**config.mk**
```make
export PLATFORM = sky130hd
export DESIGN_NAME = capacitive_touch_scanner
export DESIGN_NICKNAME = d
export VERILOG_FILES = /design/src/rtl/capacitive_touch_scanner.sv
export SDC_FILE = /design/constraint.sdc
export NUM_CORES = 1
export LEC_CHECK = 0
export ABC_CLOCK_PERIOD_IN_PS = 6600
export CAP_MARGIN = 20
export CORE_MARGIN = 2
export CORE_UTILIZATION = 56
export DETAILED_ROUTE_END_ITERATION = 16
export GPL_TIMING_DRIVEN = 0
export PLACE_DENSITY = 0.85
export SKIP_CTS_REPAIR_TIMING = 1
export SYNTH_ARGS = -nofsm -noshare
export SYNTH_HDL_FRONTEND = slang
export SYNTH_SLANG_ARGS = --single-unit
```
**constraint.sdc**
```tcl
create_clock -name clock -period 6.6 [get_ports clock]
set_input_delay 0.99 -clock clock [delete_from_list [all_inputs] [get_ports clock]]
set_output_delay 0.99 -clock clock [all_outputs]
set_load 0.02 [all_outputs]
```
**src/rtl/capacitive_touch_scanner.sv**
```systemverilog
// Capacitive touch scanner: charges all pads through one shared drive pin,
// then times each pad's discharge through a 2-flop synchroniser. Completed
// scans update the readings bus, a self-calibrated per-channel baseline, a
// debounced touched flag and a sticky hit event per channel.
//
// Handshake: there is no valid/ready pairing here; scan_done is a one-cycle
// strobe that is high exactly while freshly updated readings/touched/hit are
// first visible, and recal / hit_clear are level inputs sampled every edge.
module capacitive_touch_scanner #(
  parameter int N_CH          = 9,
  parameter int COUNT_W       = 16,
  parameter int READ_W        = 32,
  parameter int CHARGE_CYCLES = 1024,
  parameter int TIMEOUT       = 4095,
  parameter int THRESH        = 64,
  parameter int DEBOUNCE      = 3
) (
  input  logic                     clock,
  input  logic                     reset,
  input  logic [N_CH-1:0]          sensors_in,
  output logic                     sensors_out,
  input  logic                     recal,
  input  logic [N_CH-1:0]          hit_clear,
  output logic [N_CH*READ_W-1:0]   readings,
  output logic [N_CH-1:0]          touched,
  output logic [N_CH-1:0]          hit,
  output logic                     calibrated,
  output logic                     scan_done,
  output logic [1:0]               state_o
);

  localparam int TMAX    = (CHARGE_CYCLES > TIMEOUT) ? CHARGE_CYCLES : TIMEOUT;
  localparam int TIMER_W = $clog2(TMAX + 1);
  localparam int DBC_W   = $clog2(DEBOUNCE + 1);
  localparam int CMP_W   = COUNT_W + 1;
  localparam logic [COUNT_W-1:0] COUNT_MAX = '1;

  typedef enum logic [1:0] {
    S_CHARGE  = 2'd0,
    S_MEASURE = 2'd1,
    S_UPDATE  = 2'd2
  } state_e;

  state_e                  state_q;
  logic [TIMER_W-1:0]      timer_q;
  logic [N_CH-1:0]         sync1_q, sync2_q;
  logic [N_CH-1:0]         done_q;
  logic [COUNT_W-1:0]      count_q    [N_CH];
  logic [COUNT_W-1:0]      baseline_q [N_CH];
  logic [DBC_W-1:0]        dbc_q      [N_CH];
  logic [DBC_W-1:0]        dbc_d      [N_CH];
  logic                    sensors_out_q;
  logic [N_CH*READ_W-1:0]  readings_q;
  logic [N_CH-1:0]         touched_q, touched_d;
  logic [N_CH-1:0]         hit_q, hit_set;
  logic                    calibrated_q;
  logic                    scan_done_q;
  logic                    recal_pend_q;

  logic [N_CH-1:0]         done_nx;
  logic                    meas_last;
  logic                    do_cal;
  logic [N_CH-1:0]         raw;
  logic [N_CH-1:0]         toggle;

  assign sensors_out = sensors_out_q;
  assign readings    = readings_q;
  assign touched     = touched_q;
  assign hit         = hit_q;
  assign calibrated  = calibrated_q;
  assign scan_done   = scan_done_q;
  assign state_o     = state_q;

  // Two-flop synchroniser for the asynchronous pad inputs.
  always_ff @(posedge clock) begin
    if (reset) begin
      sync1_q <= '0;
      sync2_q <= '0;
    end else begin
      sync1_q <= sensors_in;
      sync2_q <= sync1_q;
    end
  end

  // Scan-end detection, touch comparison and debounce next-state.
  always_comb begin
    done_nx   = done_q | ~sync2_q;
    meas_last = (&done_nx) || (timer_q == TIMER_W'(TIMEOUT - 1));
    do_cal    = ~calibrated_q | recal_pend_q;
    raw       = '0;
    toggle    = '0;
    for (int i = 0; i < N_CH; i++) begin
      // One extra bit so baseline + THRESH never wraps.
      raw[i]   = ({1'b0, count_q[i]} > ({1'b0, baseline_q[i]} + CMP_W'(THRESH)));
      dbc_d[i] = '0;
      if (raw[i] != touched_q[i]) begin
        if (dbc_q[i] == DBC_W'(DEBOUNCE - 1)) toggle[i] = 1'b1;
        else                                   dbc_d[i] = dbc_q[i] + DBC_W'(1);
      end
    end
    touched_d = touched_q ^ toggle;
    hit_set   = touched_d & ~touched_q;
  end

  // Scan FSM with all registered outputs and per-channel state.
  always_ff @(posedge clock) begin
    if (reset) begin
      state_q       <= S_CHARGE;
      timer_q       <= '0;
      sensors_out_q <= 1'b0;
      readings_q    <= '0;
      touched_q     <= '0;
      hit_q         <= '0;
      calibrated_q  <= 1'b0;
      scan_done_q   <= 1'b0;
      recal_pend_q  <= 1'b0;
      done_q        <= '0;
      for (int i = 0; i < N_CH; i++) begin
        count_q[i]    <= '0;
        baseline_q[i] <= '0;
        dbc_q[i]      <= '0;
      end
    end else begin
      // Drive follows the CHARGE state one cycle later.
      sensors_out_q <= (state_q == S_CHARGE);
      scan_done_q   <= 1'b0;
      recal_pend_q  <= recal_pend_q | recal;
      hit_q         <= hit_q & ~hit_clear;
      case (state_q)
        S_CHARGE: begin
          if (timer_q == TIMER_W'(CHARGE_CYCLES - 1)) begin
            state_q <= S_MEASURE;
            timer_q <= '0;
            done_q  <= '0;
            for (int i = 0; i < N_CH; i++) count_q[i] <= '0;
          end else begin
            timer_q <= timer_q + TIMER_W'(1);
          end
        end
        S_MEASURE: begin
          timer_q <= timer_q + TIMER_W'(1);
          done_q  <= done_nx;
          for (int i = 0; i < N_CH; i++) begin
            if (sync2_q[i] && !done_q[i] && (count_q[i] != COUNT_MAX))
              count_q[i] <= count_q[i] + COUNT_W'(1);
          end
          if (meas_last) begin
            state_q <= S_UPDATE;
            timer_q <= '0;
          end
        end
        S_UPDATE: begin
          state_q      <= S_CHARGE;
          timer_q      <= '0;
          scan_done_q  <= 1'b1;
          // A request arriving during this cycle belongs to the next UPDATE.
          recal_pend_q <= recal;
          for (int i = 0; i < N_CH; i++)
            readings_q[i*READ_W +: READ_W] <= READ_W'(count_q[i]);
          if (do_cal) begin
            calibrated_q <= 1'b1;
            for (int i = 0; i < N_CH; i++) baseline_q[i] <= count_q[i];
          end else begin
            touched_q <= touched_d;
            hit_q     <= (hit_q & ~hit_clear) | hit_set;
            for (int i = 0; i < N_CH; i++) dbc_q[i] <= dbc_d[i];
          end
        end
        default: begin
          state_q <= S_CHARGE;
          timer_q <= '0;
        end
      endcase
    end
  end

endmodule
```
==> Word level (Yosys, flattened, before mapping) <==
Memories as Yosys holds them, arrays and structs flattened.
Cells that the tools add are included.
{ "totals": {"reg_bits": 207, "ram_bits": 306, "out_inout_bits": 311, "wordCells": 302, "n_memories": 3} }
{ "classes": {"n_addsub": 28, "magnitude_cmp": 9, "n_eq_ne": 33, "muxes": 134, "bitwise": 48, "reduce_logical": 35} }
{ "memory_table": {"columns": ["memory", "words", "width", "rd", "rd_clocked_by_memory_dff", "write_ports", "line_no", "text"], "rows": [
  ["baseline_q", 9, 16, 9, 0, 9, "49", "logic [COUNT_W-1:0] baseline_q [N_CH];"],
  ["count_q", 9, 16, 9, 0, 9, "48", "logic [COUNT_W-1:0] count_q [N_CH];"],
  ["dbc_q", 9, 2, 9, 0, 9, "50", "logic [DBC_W-1:0] dbc_q [N_CH];"]
]} }
{ "op_table": {"columns": ["op", "count"], "rows": [
  ["$mux 16", 27],
  ["$add 16x7->17 const B", 9],
  ["$gt 16x17->1", 9],
  ["$add 16x1->16 const B", 9],
  ["$ne 16x16->1 const B", 9],
  ["$mux 1", 70],
  ["$mux 2", 29],
  ["$or 1x1->1", 38],
  ["$mux 9", 3],
  ["$not 9->9", 3],
  ["$mux 12", 2],
  ["$pmux 12 s2", 1],
  ["$eq 2x2->1 const B", 10],
  ["$add 2x1->2 const B", 9],
  ["$and 9x9->9", 2],
  ["$logic_and 1x1->1", 18],
  ["$or 9x9->9", 2],
  ["$pmux 9 s2", 1],
  ["$add 12x1->12 const B", 1],
  ["$eq 12x10->1 const B", 1],
  ["$eq 12x12->1 const B", 1],
  ["$logic_not 1->1", 9],
  ["$ne 1x1->1", 9],
  ["$reduce_and 9->1", 1],
  ["10 further kinds", 14]
]} }

==> Logic depth before layout (Yosys ltp) <==
Gate-level depths: netlist of run 1.
An unclocked memory read counts as a cell.
{ "depth": {"depth_word": 10, "depth_mapped": 13} }

==> Least setup slack after synthesis of run 1 <==
Ideal clock, no wire load.
{ "synth_path": {"kind": "input-to-reg", "startpoint": "in reset", "endpoint": "mem baseline_q[0][0] (enable)", "arrival_ns": 3.963, "required_ns": 5.387, "path_slack_ns": 1.423, "path_stages": 4, "path_cell_list": "clkbuf_1 inv_2 clkbuf_1 nand2_1"} }
{ "synth_lines": {"columns": ["item", "line_no", "text"], "rows": [
  ["from (decl)", "19", "input logic reset,"],
  ["to (decl)", "49", null]
]} }

==> flow_metrics.tcl, run 1 <==
set metrics [dict create \
    tightest_slew_ps 1070 \
    outcome "finished clean" \
    cts-root-buf "clkbuf_16" \
    swShare_pct 23.3 \
    wl_met2_mm 32.6 \
    cts_made_buffers 52 \
    cellLeakagePower_nw 12.1 \
    cp_max_fo 4 \
    core-area_mm2 0.0468 \
    path_clk_slew_ps 60 \
    placed_area_mm2 0.0299 \
    reg2reg_slack_ps 2740 \
    cp-end-kind "register" \
    first_pass_iters 6 \
    fin_skew_ps 22.5 \
    rr_endpoint "dbc_q[0][16]" \
    cap_viol_max_count 0 \
    crit_required_ps 7000 \
    power_density_mw_per_mm2 225 \
    ys_ff_latch 513 \
    drive_gt1_share_pct 8.61 \
    antenna_left 0 \
    io_buffer_count 186 \
    synth_largest_area_cell "edfxtp_1" \
    start_util_pct 57.0 \
    drt_iter0_drc 1755 \
    combPwrFrac_pct 6.6 \
    crit_start "baseline_q[0][136]" \
    die-area_mm2 0.0493 \
    slew_headroom_pct 28.6 \
    avgSynthCellArea_um2 9.84 \
    track_usage_pct 26.6 \
    p_int_mw 5.47 \
    cts_max_level 2 \
    clockBufferDepth 3 \
    synth_top_area_share_pct 34.5 \
    instances_no_fill 3746 \
    critPathCapture "dbc_q[0][16]" \
    route.vias.total 20744 \
    antenna_found_initial 2 \
    grt_max_degree 66 \
    r2r-start "baseline_q[0][136]" \
    path_class "reg2reg" \
    slew_viol_final 0 \
    p_sw_mw 1.66 \
    met1_length_mm 26.9 \
    clk_latency_ps 620 \
    min_period_ps 3860 \
    gp_congestion 0.867 \
    stdcell_area_mm2 0.0317 \
    wl_met3_mm 5.34 \
    wl_per_cell_um 17.9 \
    fp.dieH_um 222 \
    synth_edf_count 306 \
    syn_area_mm2 0.0266 \
    multi_input_area_mm2 0.0120 \
    setup_violations 0 \
    fill_cells 3506 \
    place_inst 3646 \
    seqPwrFrac_pct 49.8 \
    synthCells 2705 \
    critPathLaunchType "register" \
    synth-async-reset-ratio_pct 0 \
    drcViolationCount 0 \
    yosys_warnings 0 \
    numClockSinks 513 \
    vdd_drop_max_mv 0.182 \
    rsz0062_at_grt "false" \
    clkPwrFrac_pct 43.5 \
    seq_area_frac_synth_pct 50.1 \
    netlist_top_cells_area "edfxtp_1, dfxtp_1, ha_1" \
    area.sequential_mm2 0.0133 \
    io_pins 332 \
    crit_arrival_ps 4250 \
    min_period_over_period_pct 58.5 \
    fmax_ghz 0.259 \
    final_nets 3287 \
    wl_mm 67.1 \
    hold_viol_final 0 \
    holdCritStartpoint "sync1_q[6]" \
    first_global_vias 20506 \
    cts_tree "done" \
    postLayoutCoreUtil_pct 67.8 \
    post_drt_via_cell_ratio 5.54 \
    hpwlAfterDp_mm 48.6 \
    top_layer "met4" \
    ys.flop_type "edfxtp_1" \
    grt_pass1_wl_mm 105 \
    hp-class "reg2reg" \
    die_w_um 222 \
    grt_overflow 0 \
    yosysUniqueCellTypes 65 \
    reg2reg_depth 12 \
    num_rows 79 \
    area_growth_pct 19.0 \
]
==> cell families after synthesis <==
logic type | synth area share [%]
buffers and inverters | 6.96
XOR/XNOR | 6.94
flip-flops | 50.1
adder cells (fa/ha/maj) | 8.13
other | 0.0141
AO/OA/AOI/OAI | 7.22
AND/OR/NAND/NOR | 20.7
==> registers in the layout, summed over array words and instances (netlist names), 12 cells and up <==
name	flops
timer_q	12
baseline_q	144
readings	144
dbc_q	18
count_q	144
==> per-stage QoR <==
| stage | worst slack, ps | power, mW | TNS, ps | hold slack (ps) |
|---|---|---|---|---|
| after floorplan | 1420 | 3.95 | 0 | 414 |
| after global placement | -1990 | 4.06 | -283830 | 424 |
| after detailed placement | 2690 | 4.08 | 0 | 422 |
| after CTS | 2800 | 7.14 | 0 | 441 |
| after global routing | 2480 | 7.33 | 0 | 453 |
| final | 2740 | 7.13 | 0 | 439 |
==> cells in the final DEF, fill, tap and decap left out, types with 6 or more instances in the layout <==
cell | netlist | final
nand2_1 | 406 | 405
nand3_1 | 140 | 140
nor3_1 | 39 | 39
edfxtp_1 | 306 | 306
ha_1 | 173 | 173
and3_1 | 37 | 37
buf_1 | 10 | 10
conb_1 | 1 | 144
o31ai_1 | 10 | 10
buf_4 | 151 | 152
dfxtp_1 | 207 | 207
nor2_1 | 221 | 220
clkbuf_16 | 0 | 54
clkinv_2 | 0 | 14
nor4_1 | 14 | 14
a21o_1 | 12 | 12
and4_1 | 24 | 24
xor2_1 | 137 | 137
or3_1 | 11 | 11
o21a_1 | 10 | 10
clkbuf_1 | 67 | 71
and2_1 | 139 | 139
o211ai_1 | 8 | 8
clkbuf_8 | 0 | 9
nand2b_1 | 6 | 6
bufinv_16 | 0 | 6
nor2b_1 | 44 | 44
o21ai_0 | 13 | 13
a211oi_1 | 11 | 11
clkdlybuf4s50_1 | 0 | 186
a21oi_1 | 194 | 194
inv_1 | 97 | 97
a2111oi_0 | 9 | 9
nand4_1 | 49 | 49
xnor2_1 | 74 | 74
buf_2 | 11 | 11
==> cells in the mapped netlist (5+ instances only) <==
cell / n
nand2_1: 406
edfxtp_1: 306
nor2_1: 221
dfxtp_1: 207
a21oi_1: 194
ha_1: 173
buf_4: 151
nand3_1: 140
and2_1: 139
xor2_1: 137
inv_1: 97
xnor2_1: 74
clkbuf_1: 67
nand4_1: 49
nor2b_1: 44
nor3_1: 39
and3_1: 37
and4_1: 24
nor4_1: 14
o21ai_0: 13
a21o_1: 12
a211oi_1: 11
buf_2: 11
or3_1: 11
buf_1: 10
o21a_1: 10
o31ai_1: 10
a2111oi_0: 9
o211ai_1: 8
nand2b_1: 6
nand3b_1: 5
o41ai_1: 5
==> worst min path at each step <==
stage                  to  cells after the start
2_1_floorplan  sync2_q[0]                      1
3_3_place_gp   sync2_q[0]                      1
3_5_place_dp   sync2_q[5]                      1
4_1_cts        sync2_q[6]                      1
5_1_grt        sync2_q[3]                      1
6_report       sync2_q[6]                      1
==> worst max-delay path, stage by stage, from the launching register on <==
cell and delay (ps):
edfxtp_1 400, and3_1 220, and3_1 210, and3_1 210
nand3_1 100, xor2_1 160, ha_1 300, nand3_1 150
nor4_1 500, o31ai_1 170, a222oi_1 740, xnor2_1 210
nor4_1 290
==> metal layers <==
metal / track usage [%] / vias to the layer above
li1: - / 9879
met1: 34.0 / 9941
met2: 45.5 / 803
met3: 3.79 / 121
met4: 10.5 / 0
met5: 0 / -
==> power groups by stage <==
stage / Combinational (mW) / Clock (mW) / Sequential [mW]
6_report: 0.474 / 3.11 / 3.55
5_1_grt: 0.518 / 3.25 / 3.56
4_1_cts: 0.466 / 3.13 / 3.55
3_5_place_dp: 0.461 / 0 / 3.62
3_3_place_gp: 0.438 / 0 / 3.62
2_1_floorplan: 0.363 / 0 / 3.59
==> cell type report <==
| class | instances | area share, % |
|---|---|---|
| sequential | 513 | 42.1 |
| multi-input combinational | 1996 | 37.8 |
| timing repair buffer | 191 | 6.17 |
| clock buffer | 67 | 4.70 |
| buffer | 239 | 4.66 |
| tap | 607 | 2.40 |
| inverter | 100 | 1.18 |
| clock inverter | 31 | 0.995 |
| antenna | 2 | 0.0158 |
No activity file was read; power rests on OpenSTA's default activity.
==> run 2, diff against run 1 <==
- ABC_CLOCK_PERIOD_IN_PS: 6600 -> 3200
- CORE_UTILIZATION: 56 -> 51
- PLACE_DENSITY: 0.85 -> 0.82
- clock period: 6.6 -> 3.2 ns (I/O delays scaled with it)
==> run 2 against run 1 <==
The run now ends with negative setup slack left. Cell area up 2.7%. Combinational power up 120%. Register-to-register slack worse by 2800 ps. Clock-buffer cell count up 9. Sequential share of layout area down 1.1 points. First-iteration DRC count down 5.1%. Clock power up 110%. Utilization down 4.6 points. Via count down 0.84%. Sequential power up 110%. Non-clock buffer count up 34. Final cell count up 2.9%. Critical path type unchanged.
==> flow_metrics.tcl, run 2 (same netlist as run 1, synthesis figures left out) <==
set metrics [dict create \
    outcome "finished, violations left" \
    violations "negative setup slack" \
    cap_viol_max_count 0 \
    fp.dieH_um 233 \
    reg2reg_depth 13 \
    path_class "reg2reg" \
    io_pins 332 \
    io_buffer_count 186 \
    min_period_ps 3240 \
    area_growth_pct 22.3 \
    numClockSinks 513 \
    grt_max_degree 78 \
    rr_endpoint "dbc_q[0][17]" \
    grtUsageMet2_pct 39.3 \
    hold_path_end "sync2_q[4]" \
    power_density_mw_per_mm2 461 \
    hp-class "reg2reg" \
    diodes 0 \
    die-area_mm2 0.0541 \
    fmax_ghz 0.309 \
    grt_busiest_layer "met2" \
    r2r-start "baseline_q[0][137]" \
    drt_iter0_drc 1665 \
    die_w_um 233 \
    tightest_slew_ps 1270 \
    first_pass_iters 5 \
    whs_path_depth 1 \
    cellLeakagePower_nw 12.4 \
    final_common_cell "nand2_1" \
    final_cell_mix "nand2_1, edfxtp_1, nor2_1" \
    start_util_pct 51.7 \
    placed_area_mm2 0.0300 \
    cp-end-kind "register" \
    cts_max_level 2 \
    path_clk_slew_ps 60 \
    clk_latency_ps 610 \
    fin_skew_ps 14.1 \
    antenna_left 0 \
    met3_usage_pct 4.29 \
    fill_cells 4087 \
    grt_overflow 0 \
    antenna_found_initial 3 \
    track_usage_pct 23.9 \
    clockBufferDepth 3 \
    wl_mm 67.1 \
    grt_pass1_wl_mm 102 \
    holdCritStartpoint "sync1_q[4]" \
    cts_made_buffers 53 \
    critPathLaunchType "register" \
    final_nets 3324 \
    slew_viol_final 0 \
    finalSetupTns_ps -35.9 \
    wl_per_cell_um 17.4 \
    hold_viol_final 0 \
    slew_headroom_pct 15.3 \
    gp_congestion 0.911 \
    crit_arrival_ps 3640 \
    core-area_mm2 0.0515 \
    cts-root-buf "clkbuf_16" \
    setup_violations 1 \
    crit_required_ps 3610 \
    hpwlAfterDp_mm 46.9 \
    first_global_vias 19402 \
    num_rows 83 \
    grtUsageMet1_pct 31.3 \
    drive_gt1_share_pct 11.3 \
    route.vias.total 20570 \
    cp_max_fo 4 \
    min_period_over_period_pct 101 \
    vdd_drop_max_mv 0.377 \
    reg2reg_slack_ps -40 \
    cts_tree "done" \
    stdcell_area_mm2 0.0326 \
    post_drt_via_cell_ratio 5.34 \
    place_ws_ps -434 \
    setup_slack_ps -35.9 \
    drcViolationCount 0 \
]
-- run 2: changes by cell type in the layout (fill, tap and decap cells not counted), moves of 5 or more --
cell / delta
nand2_1: -9
buf_4: +32
nand2_4: +10
ha_1: -5
nor2_1: -5
clkinv_2: -8
a2111oi_0: -8
-- run 2: worst max path at each step --
| stage | start | to | slack, ps | cells past startpoint |
|---|---|---|---|---|
| after floorplan | state_o[1] | baseline_q[0][0] | 200 | 6 |
| after global placement | state_o[1] | baseline_q[0][119] | -2270 | 6 |
| after detailed placement | baseline_q[0][136] | dbc_q[0][17] | -430 | 12 |
| after CTS | baseline_q[0][136] | dbc_q[0][17] | -470 | 12 |
| after global routing | baseline_q[0][138] | dbc_q[0][17] | -130 | 13 |
| final | baseline_q[0][137] | dbc_q[0][17] | -40 | 13 |
-- run 2: layer usage --
layer / up-vias / part of all wire (%)
met4: 0 / 3.8
met1: 9736 / 41
met3: 132 / 7.9
li1: 9964 / -
met5: - / 0
met2: 738 / 47
-- run 2: per-stage QoR --
stage / cells / util, % / total power, mW / hold WS [ps]
2_1_floorplan: 2848 / - / 8.14 / 414
3_3_place_gp: 3714 / 58.0 / 8.37 / 416
3_5_place_dp: 3719 / 58.2 / 8.41 / 425
4_1_cts: 3819 / 61.9 / 15.0 / 404
5_1_grt: 3855 / 63.2 / 15.4 / 455
6_report: 3855 / 63.2 / 15.0 / 435
-- run 2: critical path: stages (launching register included) --
cell	delay (ps)
edfxtp_1	380
and3_4	200
and3_4	200
and3_4	210
nand3_2	80
xor2_1	150
ha_1	350
nand3_4	150
nor3_4	210
a211oi_1	110
a222oi_1	380
buf_4	230
xnor2_2	80
nor4_1	290
-- run 2: layout make-up --
cell class / count / area [um^2] / share of cell area [%]
flip-flops and latches: 513 / 13300 / 40.9
multi-input cells: 1998 / 12400 / 38.1
repair buffers: 226 / 2210 / 6.78
clock buffers: 76 / 1610 / 4.95
plain buffers: 238 / 1490 / 4.59
well taps: 680 / 851 / 2.61
inverters: 100 / 375 / 1.15
clock inverters: 24 / 279 / 0.857
-- run 2: report_power, final --
group / total, mW / internal, mW / switching [mW]
registers: 7.32 / 7.13 / 0.194
logic: 1.04 / 0.414 / 0.625
clock network: 6.65 / 3.99 / 2.66
==> patch: new RTL, flow settings as in run 1 <==
Set the parameter `DEBOUNCE` to 5 (it was 3).
--- a/src/rtl/capacitive_touch_scanner.sv
+++ b/src/rtl/capacitive_touch_scanner.sv
@@ -15,3 +15,3 @@
   parameter int THRESH        = 64,
-  parameter int DEBOUNCE      = 3
+  parameter int DEBOUNCE      = 5
 ) (
Behaviour: no difference found for any inputs over 4 cycles, from zero or initial values and one cycle with reset high; that may be too few to reach the edited logic, so the function may still have changed.
==> patch against run 1 <==
- clock skew down 0.0092 ns
- wire length increased by 1.2%
- setup slack better by 0.33 ns
- critical path depth down 1
- final area up 1.5%
- power increased by 1.9%
- die area is 2.0% higher
- global-route usage shrank 0.078 points
- synthesized cell count rose by 2.0%
- sequential cell count is 9 higher
- first-iteration DRC count is 2.8% higher
- area after synthesis is 2.1% higher
- fmax grew 9.5%
- largest cell class unchanged
==> patch: results (changes against run 1) <==
finish:
  nNonClkBuffers: 432  # +0.47%
  layout.nets: 3351  # +1.9%
  layout-drive-gt1-share: 0.08247  # -0.003598
  clkbuf_count: 69  # +3.0%
  seq_area_mm2: 0.01360  # +2.0%
  clk_share: 0.05282  # -0.004133
  fillers: 3584  # +2.2%
  diodes: 1  # -1
  buffer_area_frac: 0.1082  # about the same
  multi_input_area_mm2: 0.01219  # +1.7%
synth:
  synth-edff-count: 315  # +2.9%
  ys_seq_area_frac: 0.5005  # about the same
  yosysWarnings: 0  # unchanged
  synth_area_leaders: "edfxtp_1 (35%), dfxtp_1 (15%), ha_1 (8.4%)"
  synth_compound_area_frac: 0.07218  # about the same
  synth_xor_area_frac: 0.06992  # +0.0005213
  ys_ff_latch: 522  # +1.8%
  synth-adder-area-share: 0.08378  # +0.002489
  ys_types: 66  # +1.5%
power_and_ir_drop:
  peakVddDrop_mv: 0.1704  # -6.2%
  p_leak_nw: 12.45  # +2.9%
die:
  nWellTaps: 615  # +1.3%
placement:
  hpwl_mm: 48.96  # +0.68%
  place_worst_setup_slack_ns: 2.858  # +0.1729 ns
  gp_congestion: 0.9218  # +6.3%
  dpl_cell_area_mm2: 0.03045  # +1.9%
clock_network:
  clk_latency_ns: 0.59  # -0.03 ns
global_routing:
  grt_antenna_before_repair: 1  # -1
  grt_pass1_vias: 20680  # +0.83%
  grt_use_met2: 0.4547  # about the same
  use_met1: 0.3346  # -0.005700
  groute.usage.overall: 0.2648  # -0.0007809
critical_path:
  regToRegEndpoint: "dbc_q[0][23]$_SDFFCE_PP0P_"
  path_max_fanout: 5  # +1
  max_stage_delay_ns: 0.45  # -0.29 ns
  regToRegSetupSlack_ns: 3.07  # +0.33 ns
  crit_family: "compound AO/OA/AOI/OAI gates"
  rr_worst_depth: 11  # -1
  worst_path_max_delay_cell: "edfxtp_1"
detailed_routing:
  vias_per_cell: 5.515  # -0.41%
  dr.pass1.iters: 5  # -1
worst_hold_path:
  hold_end: "sync2_q[7]$_SDFF_PP0_"
  hold_start: "sync1_q[7]$_SDFF_PP0_"
outcome:
  status: "finished, final reports clean"
patch: through the flow:
| step | TNS [ns] | cells | utilization |
|---|---|---|---|
| 2_1_floorplan | 0 | 2902 | - |
| 3_3_place_gp | -141.08 | 3703 | 0.6343 |
| 3_5_place_dp | 0 | 3708 | 0.6364 |
| 4_1_cts | 0 | 3803 | 0.6719 |
| 5_1_grt | 0 | 3805 | 0.6723 |
| 6_report | 0 | 3805 | 0.6723 |
patch: per-layer routing:
metal | up-vias | share of wire
met2 | 759 | 0.48
met1 | 10080 | 0.40
li1 | 9984 | -
met5 | - | 0
met3 | 161 | 0.071
met4 | 0 | 0.041
patch: report_power, final:
group          internal, W  switching (W)  total (W)  leakage [nW]
registers          0.00355       0.000138    0.00369          4.69
logic             0.000258       0.000367   0.000625          6.93
clock network      0.00170        0.00125    0.00295         0.828
total              0.00551        0.00176    0.00727          12.5
